File: src/rtl/seq_pkg.sv
// Shared definitions for the fetch/execute sequencer: state encodings and the
// instruction-boundary decision.
package seq_pkg;

  localparam int unsigned ST_W = 3;

  typedef enum logic [ST_W-1:0] {
    ST_IDLE    = 3'd0,
    ST_FETCH   = 3'd1,
    ST_EXEC    = 3'd2,
    ST_IO_WAIT = 3'd3,
    ST_PAUSE   = 3'd4,
    ST_HALTED  = 3'd5
  } seq_state_e;

  // Where to go once an instruction retires: HALT beats stop beats single-step.
  function automatic seq_state_e boundary_next(input logic halt,
                                               input logic stop,
                                               input logic step_mode);
    if (halt)           return ST_HALTED;
    else if (stop)      return ST_IDLE;
    else if (step_mode) return ST_PAUSE;
    else                return ST_FETCH;
  endfunction

endpackage

File: src/rtl/seq_edge.sv
// Rising-edge detector for debounced panel keys; history updates every cycle.
module seq_edge (
  input  logic clk,
  input  logic rst_n,
  input  logic d,
  output logic p
);

  logic q;

  always_ff @(posedge clk or negedge rst_n) begin
    if (!rst_n) q <= 1'b0;
    else        q <= d;
  end

  assign p = d & ~q;

endmodule

File: src/rtl/seq_ctrl.sv
// Fetch/execute phase sequencer for the 8-bit model machine.
// Optional I/O timeout enabled by defining SEQ_IO_TIMEOUT_EN.
module seq_ctrl
  import seq_pkg::*;
#(
  parameter int unsigned CNT_W      = 16,
  parameter int unsigned IO_TIMEOUT = 255
) (
  input  logic             clk,
  input  logic             rst_n,
  input  logic             start,
  input  logic             stop,
  input  logic             step_mode,
  input  logic             step_req,
  input  logic             halt_i,
  input  logic             io_i,
  input  logic             io_ack,
  output logic             sm,
  output logic             sm_en,
  output logic             running,
  output logic             paused,
  output logic             halted,
  output logic             io_err,
  output logic [CNT_W-1:0] instr_cnt,
  output logic [ST_W-1:0]  state_dbg
);

  seq_state_e state, next;
  logic       start_p, step_p;
  logic       retire, to_hit, to_fire;

  seq_edge u_start_edge (.clk(clk), .rst_n(rst_n), .d(start),    .p(start_p));
  seq_edge u_step_edge  (.clk(clk), .rst_n(rst_n), .d(step_req), .p(step_p));

  always_ff @(posedge clk or negedge rst_n) begin
    if (!rst_n) state <= ST_IDLE;
    else        state <= next;
  end

  always_comb begin
    next    = state;
    sm      = 1'b0;
    sm_en   = 1'b0;
    retire  = 1'b0;
    to_fire = 1'b0;
    case (state)
      ST_IDLE:   if (start_p) next = ST_FETCH;
      ST_FETCH: begin
        sm_en = 1'b1;
        next  = ST_EXEC;
      end
      ST_EXEC: begin
        sm = 1'b1;
        if (io_i && !io_ack) begin
          next = ST_IO_WAIT;
        end else begin
          sm_en  = 1'b1;
          retire = 1'b1;
          next   = boundary_next(halt_i, stop, step_mode);
        end
      end
      ST_IO_WAIT: begin
        sm = 1'b1;
        // An ack on the limit cycle still retires; the timeout only fires without it.
        if (io_ack) begin
          sm_en  = 1'b1;
          retire = 1'b1;
          next   = boundary_next(halt_i, stop, step_mode);
        end else if (to_hit) begin
          to_fire = 1'b1;
          next    = ST_HALTED;
        end
      end
      ST_PAUSE: begin
        if (stop)                       next = ST_IDLE;
        else if (step_p || !step_mode)  next = ST_FETCH;
      end
      ST_HALTED: if (start_p) next = ST_FETCH;
      default:   next = ST_IDLE;
    endcase
  end

  always_ff @(posedge clk or negedge rst_n) begin
    if (!rst_n)      instr_cnt <= '0;
    else if (retire) instr_cnt <= instr_cnt + CNT_W'(1);
  end

`ifdef SEQ_IO_TIMEOUT_EN
  logic [15:0] to_cnt;

  // Held at zero outside IO_WAIT, so it always starts from zero on entry.
  always_ff @(posedge clk or negedge rst_n) begin
    if (!rst_n)                   to_cnt <= '0;
    else if (state != ST_IO_WAIT) to_cnt <= '0;
    else if (!io_ack)             to_cnt <= to_cnt + 16'd1;
  end

  assign to_hit = (to_cnt == 16'(IO_TIMEOUT - 1));

  always_ff @(posedge clk or negedge rst_n) begin
    if (!rst_n)                             io_err <= 1'b0;
    else if (to_fire)                       io_err <= 1'b1;
    else if (state == ST_HALTED && start_p) io_err <= 1'b0;
  end
`else
  logic unused_timeout;
  assign unused_timeout = |{16'(IO_TIMEOUT), to_fire};
  assign to_hit         = 1'b0;
  assign io_err         = 1'b0;
`endif

  assign running   = (state == ST_FETCH) || (state == ST_EXEC) || (state == ST_IO_WAIT);
  assign paused    = (state == ST_PAUSE);
  assign halted    = (state == ST_HALTED);
  assign state_dbg = state;

endmodule
File: config.mk
export PLATFORM = sky130hd
export DESIGN_NAME = seq_ctrl
export DESIGN_NICKNAME = d
export VERILOG_FILES = /design/src/rtl/seq_pkg.sv /design/src/rtl/seq_edge.sv /design/src/rtl/seq_ctrl.sv
export SDC_FILE = /design/constraint.sdc
export NUM_CORES = 1
export LEC_CHECK = 0
export CAP_MARGIN = 20
export CELL_PAD_IN_SITES_DETAIL_PLACEMENT = 0
export CELL_PAD_IN_SITES_GLOBAL_PLACEMENT = 1
export CORE_MARGIN = 2
export CORE_UTILIZATION = 40
export CTS_CLUSTER_DIAMETER = 50
export CTS_CLUSTER_SIZE = 12
export DETAILED_ROUTE_END_ITERATION = 8
export DONT_BUFFER_PORTS = 1
export PLACE_DENSITY_LB_ADDON = 0.15
export SYNTH_ARGS = -nofsm -noshare
export SYNTH_HDL_FRONTEND = slang
export SYNTH_SLANG_ARGS = --single-unit
File: constraint.sdc
create_clock -name clk -period 1.8 [get_ports clk]
set_clock_uncertainty 0.05 [all_clocks]
set_input_delay 0.54 -clock clk [delete_from_list [all_inputs] [get_ports clk]]
set_output_delay 0.54 -clock clk [all_outputs]
set_load 0.05 [all_outputs]
**Word-level counts from Yosys, hierarchy flattened**

Cells that the tools add are included.
Widths: inputs -> output; s select.

- $mul: 0
- Equal/unequal tests: 8
- Shift-type cells: 0
- Reductions and logical operators: 10
- Muxes and demuxes: 14
- Divide/modulo/power cells: 0
- $lt $le $gt $ge: 0
- Bitwise operators: 4
- Add/subtract/negate cells: 1

Operators with widths:

| cell | count |
|---|---|
| $mux 3 | 8 |
| $add 16x1->16 const B | 1 |
| $pmux 3 s5 | 1 |
| $eq 3x2->1 const B | 2 |
| $eq 3x3->1 const B | 2 |
| $reduce_or 2->1 | 2 |
| $eq 3x1->1 const B | 1 |
| $logic_not 3->1 | 1 |
| $logic_or 1x1->1 | 3 |
| $mux 1 | 3 |
| $ne 3x2->1 const B | 1 |
| $pmux 1 s3 | 1 |
| $reduce_and 3->1 | 1 |
| $and 1x1->1 | 2 |
| $logic_not 1->1 | 2 |
| $ne 2x1->1 const B | 1 |
| $ne 2x2->1 const B | 1 |
| $not 1->1 | 2 |
| $pmux 1 s2 | 1 |
| $logic_and 1x1->1 | 1 |

- Bits in read-only memories: 0
- Word-level logic and storage cells: 41
- Input port bits: 9
- Output and inout port bits: 25
- Memories: 0
- Bits in registers: 21
- Bits in writable memories: 0
- Latch bits: 0

**Depth between registers and ports, before layout**

- Depth after elaboration: 6
- Gate-level depth with buffers: 6
- Gate-level depth less buffers: 4

**Cells and area by module**

Synthesis repeated with hierarchy kept, for this count alone.

- Cells, all modules: 99
- Area total of the unflattened synthesis: 1,123.6 um^2

Modules (own cells, without submodules):

| module | area an instance (um^2) | times used | sequential area each (um^2) | cells each |
|---|---|---|---|---|
| seq_ctrl | 1,046.0 | 1 | 475.5 | 95 |
| seq_edge | 38.8 | 2 | 25.0 | 2 |

**Worst setup path after synthesis**

OpenSTA, ideal clock, no wires.

- Path type: reg-to-output
- Start point: register state[0] (netlist: state_dbg[0])
- End point: output port sm_en
- Cell stages (with the launch flop): 5
- Data required time: 1,210 ps
- Data arrival time: 2,787 ps
- Path slack: -1,577 ps
- Buffers on the path: 1
- Cells stage by stage: dfrtp_1 > buf_6 > nor2_1 > nor2_1 > a21boi_0

- Word-level cells in the longest chain between the ends: 2
- Elaborated cells on any way between the ends: 4
- Classes of those cells: 3 x eq/ne; 1 x mux

RTL lines:

| what | line | text |
|---|---|---|
| start: declaration | seq_ctrl.sv:28 | `seq_state_e state, next;` |
| start signal: assignment | seq_ctrl.sv:37 | `else state <= next;` |
| $eq 3x2->1 / $eq 3x1->1 (equally long branches) | seq_ctrl.sv:46 | `case (state)` |
| $pmux 1 s3 (*) | seq_ctrl.sv:46 |  |
| end: declaration | seq_ctrl.sv:19 | `output logic sm_en,` |

Every way passes the cells marked *; elsewhere a longest branch is shown, timed or not.

**Worst setup path after layout**

- Start point: register state[2] (netlist: state_dbg[2])
- End point: output port sm_en

Same word-level chain as after synthesis.

==> impl_metrics.csv <==
group,metric,value,unit
synth,synth_area,0.00110,mm2
setup_path,path_max_fanout,5,
synth,synth_nets,114,
layout,area_growth_syn_to_layout,36.5,%
clock_network,htreeDepth,1,
sta,max_slew_margin,34.1,%
setup_path,crit_chain,"buf_6, nor2_4, a21boi_4, buf_12",
clock_network,clk_pin_slew,0.12,ns
run,drv_cap,0,
layout,finalNetCount,149,
drt,antenna_left,0,
synth,synth-main-ff-cell,"dfrtp_1",
synth,synth.area.top_cells,"dfrtp_1 48%, xor2_1 6.4%, xnor2_1 5.6%",
sta,post-route-period-util,107,%
worst_hold_path,hold_path.class,"in2reg",
clock_network,clock_path_buffers,2,
drt,dr.pass1.iters,4,
layout,diodes,0,
drt,vias_per_cell,5.09,
die,row_count,19,
setup_path,critPathCaptureType,"output pin",
power,switchingPower,1.17,mW
placement,port_buffers,0,
clock_network,cts_buffers,3,
outcome,violations,"setup timing",
die,die_x,56.4,um
die,initial_utilization,40.9,%
power,p_comb_share,64.9,%
global_route,track_usage,15.9,%
global_route,grt_max_degree,22,
layout,drive_above_1_share,42.0,%
clock_network,cts.sinks,21,
synth,synth_top_area_share,47.8,%
power,finalPower,2.56,mW
setup_path,cpPeakStageDelay,0.48,ns
synth,synthArstFlopShare,100,%
drt,drtIter0Drc,24,
setup_path,start_kind,"register",
setup_path,reg2reg_depth,5,
drt,vias,860,
setup_path,crit_arrival,1.34,ns
setup_path,cp.required,1.21,ns
synth,synth_top_family_by_area,"simple AND/OR/NAND/NOR gates",
global_route,grt_pass1_vias,915,
synth,synth_warnings,0,
clock_network,insertion_delay,0.30,ns
setup_path,r2r_end,"state_dbg[2]$_DFFE_PN0P_",
drt,drc,0,
die,io_pins,34,
global_route,antenna_found_initial,0,
synth,synth_xor_area_share,11.9,%
layout,fin_util,55.9,%
global_route,overflow,0,
setup_path,slowest_stage,"dfrtp_2",
power,pwr-share-clk,8.9,%
power,p_per_area,1700,mW/mm2
power,power_leakage,0.739,nW
synth,synthAdderAreaFrac,1.14,%
outcome,status,"complete, but fails checks",
sta,setup_viol,5,
power,vdd_drop_max,0.00172,V
setup_path,timing.rr.start,"state_dbg[2]$_DFFE_PN0P_",
setup_path,crit_end,"sm_en",
sta,fmax,518,MHz
power,p_sw_share,45.7,%
drt,wirelength,2350,um
setup_path,r2r_slack,-0.02,ns
synth,synth_cell_types,35,
sta,finalHoldViolCount,0,
placement,gp_congestion,0.769,
setup_path,path_buf_inv,2,
synth,seq_area_frac_synth,47.8,%
synth,yosysTopAreaCell,"dfrtp_1",
sta,rsz0062_at_grt,"true",
synth,ys_top_cells_by_count,"21 x dfrtp_1, 11 x nor2_1, 9 x nand2_1, 8 x xor2_1, 7 x xnor2_1",
clock_network,root_buffer,"clkbuf_4",
synth,muxShareOfSynthArea,2.39,%
die,fp.coreArea,0.00269,mm2
power,power.internal,1.39,mW
setup_path,critical_path_class,"reg2out",
setup_path,worstSetupStartpoint,"state_dbg[2]$_DFFE_PN0P_",
power,seq_power_share,26.2,%
placement,hpwl,1610,um
synth,synth-seq-cells,21,
sta,min_period,1.93,ns
synth,synth_edf_count,0,
synth,synth_compound_area_share,7.74,%
global_route,grt_pass1_wl,4000,um
layout,fillers,244,
setup_path,critPathTopFamily,"flip-flops",
sta,fin_ws,-0.130,ns
setup_path,crit_cells,4,
synth,synth_area_per_cell,10.6,um2
die,die-height,56.4,um
drt,wl_per_cell,13.9,um
clock_network,cts_tree,"done",
synth,yosysMostFrequentCell,"dfrtp_1",
sta,tightest_slew,0.985,ns
synth,synth-simple-area-share,23.8,%
sta,final_max_slew_viol_count,0,
die,fp.dieArea,0.00318,mm2
synth,syn_inst,104,
==> placed cells by master (no fill, tap or decap), types with 4 or more instances in the layout <==
master and instances:
nand3_1 4, dfrtp_1 18, nor2_1 9, nand2_1 8, and3_1 4, xnor2_1 7
xor2_1 8, buf_6 4, buf_4 28
==> worst register-to-register path: stages, from the launching register on <==
cell,delay [ns]
dfrtp_2,0.48
buf_4,0.16
or4bb_1,0.48
o31a_2,0.14
o311ai_2,0.08
mux2_4,0.32
==> what timing repair did <==
item                                   CTS  global route
hold buffers                             1             0
gates resized for setup                  9             4
pin swaps                                3             2
buffers inserted                         9             3
setup endpoints to repair                5             5
endpoints found under the hold margin   21             0
==> power groups by stage <==
| stage | combinational, mW | sequential [mW] | clock, mW |
|---|---|---|---|
| after floorplan | 0.720 | 0.978 | 0 |
| after global placement | 1.34 | 0.716 | 0 |
| after detailed placement | 1.34 | 0.719 | 0 |
| after CTS | 1.59 | 0.671 | 0.239 |
| after global routing | 1.75 | 0.691 | 0.259 |
| final | 1.66 | 0.671 | 0.227 |
==> sequential cells by signal (all words and copies together) (netlist names) <==
signal          cells
u_start_edge.q      1
instr_cnt          16
u_step_edge.q       1
state_dbg           3
==> how the worst min path moves through the flow <==
| stage | to | cells after the start | startpoint | slack (ns) |
|---|---|---|---|---|
| floorplan | instr_cnt[0]$_DFFE_PN0P_ | 0 | rst_n | 0.19 |
| global placement | instr_cnt[8]$_DFFE_PN0P_ | 0 | rst_n | 0.19 |
| detailed placement | instr_cnt[8]$_DFFE_PN0P_ | 0 | rst_n | 0.19 |
| CTS | u_start_edge.q$_DFF_PN0_ | 0 | start | 0.20 |
| global route | u_start_edge.q$_DFF_PN0_ | 0 | start | 0.17 |
| finish | u_step_edge.q$_DFF_PN0_ | 0 | step_req | 0.20 |
==> cells by family (layout without fill, tap and decap cells) <==
group	after synthesis	count (layout)
compound gates	11	11
mux	2	2
fa+ha+maj	1	1
flops	21	21
other cells	1	1
xor+xnor	15	15
simple gates	46	46
buf+inv	7	41
==> through the flow <==
step,instance area (um2),hold WS (ns),instances,setup TNS (ns),setup WS (ns)
2_1_floorplan,1140,0.194,104,-0.430,-0.267
3_3_place_gp,1330,0.195,153,0,0.0569
3_5_place_dp,1330,0.195,153,0,0.0614
4_1_cts,1470,0.196,167,-0.317,-0.144
5_1_grt,1500,0.172,169,-0.672,-0.205
6_report,1500,0.204,169,-0.264,-0.130
==> layer usage <==
layer | GRT usage (%) | share of wire, % | up-vias
met2 | 26.1 | 48 | 25
li1 | - | - | 419
met3 | 4.61 | 5.0 | 2
met4 | 6.12 | 0.98 | 0
met5 | 0 | 0 | -
met1 | 19.7 | 46 | 414
==> cell type report <==
class                      count  area (um2)  share of cell area, %
inverter                       1        3.75                  0.250
multi-input combinational     76         578                   38.5
tap                           31        38.8                   2.58
sequential                    21         529                   35.3
clock buffer                   4        26.3                   1.75
timing repair buffer          36         325                   21.7
(Power assumes the default switching activity.)
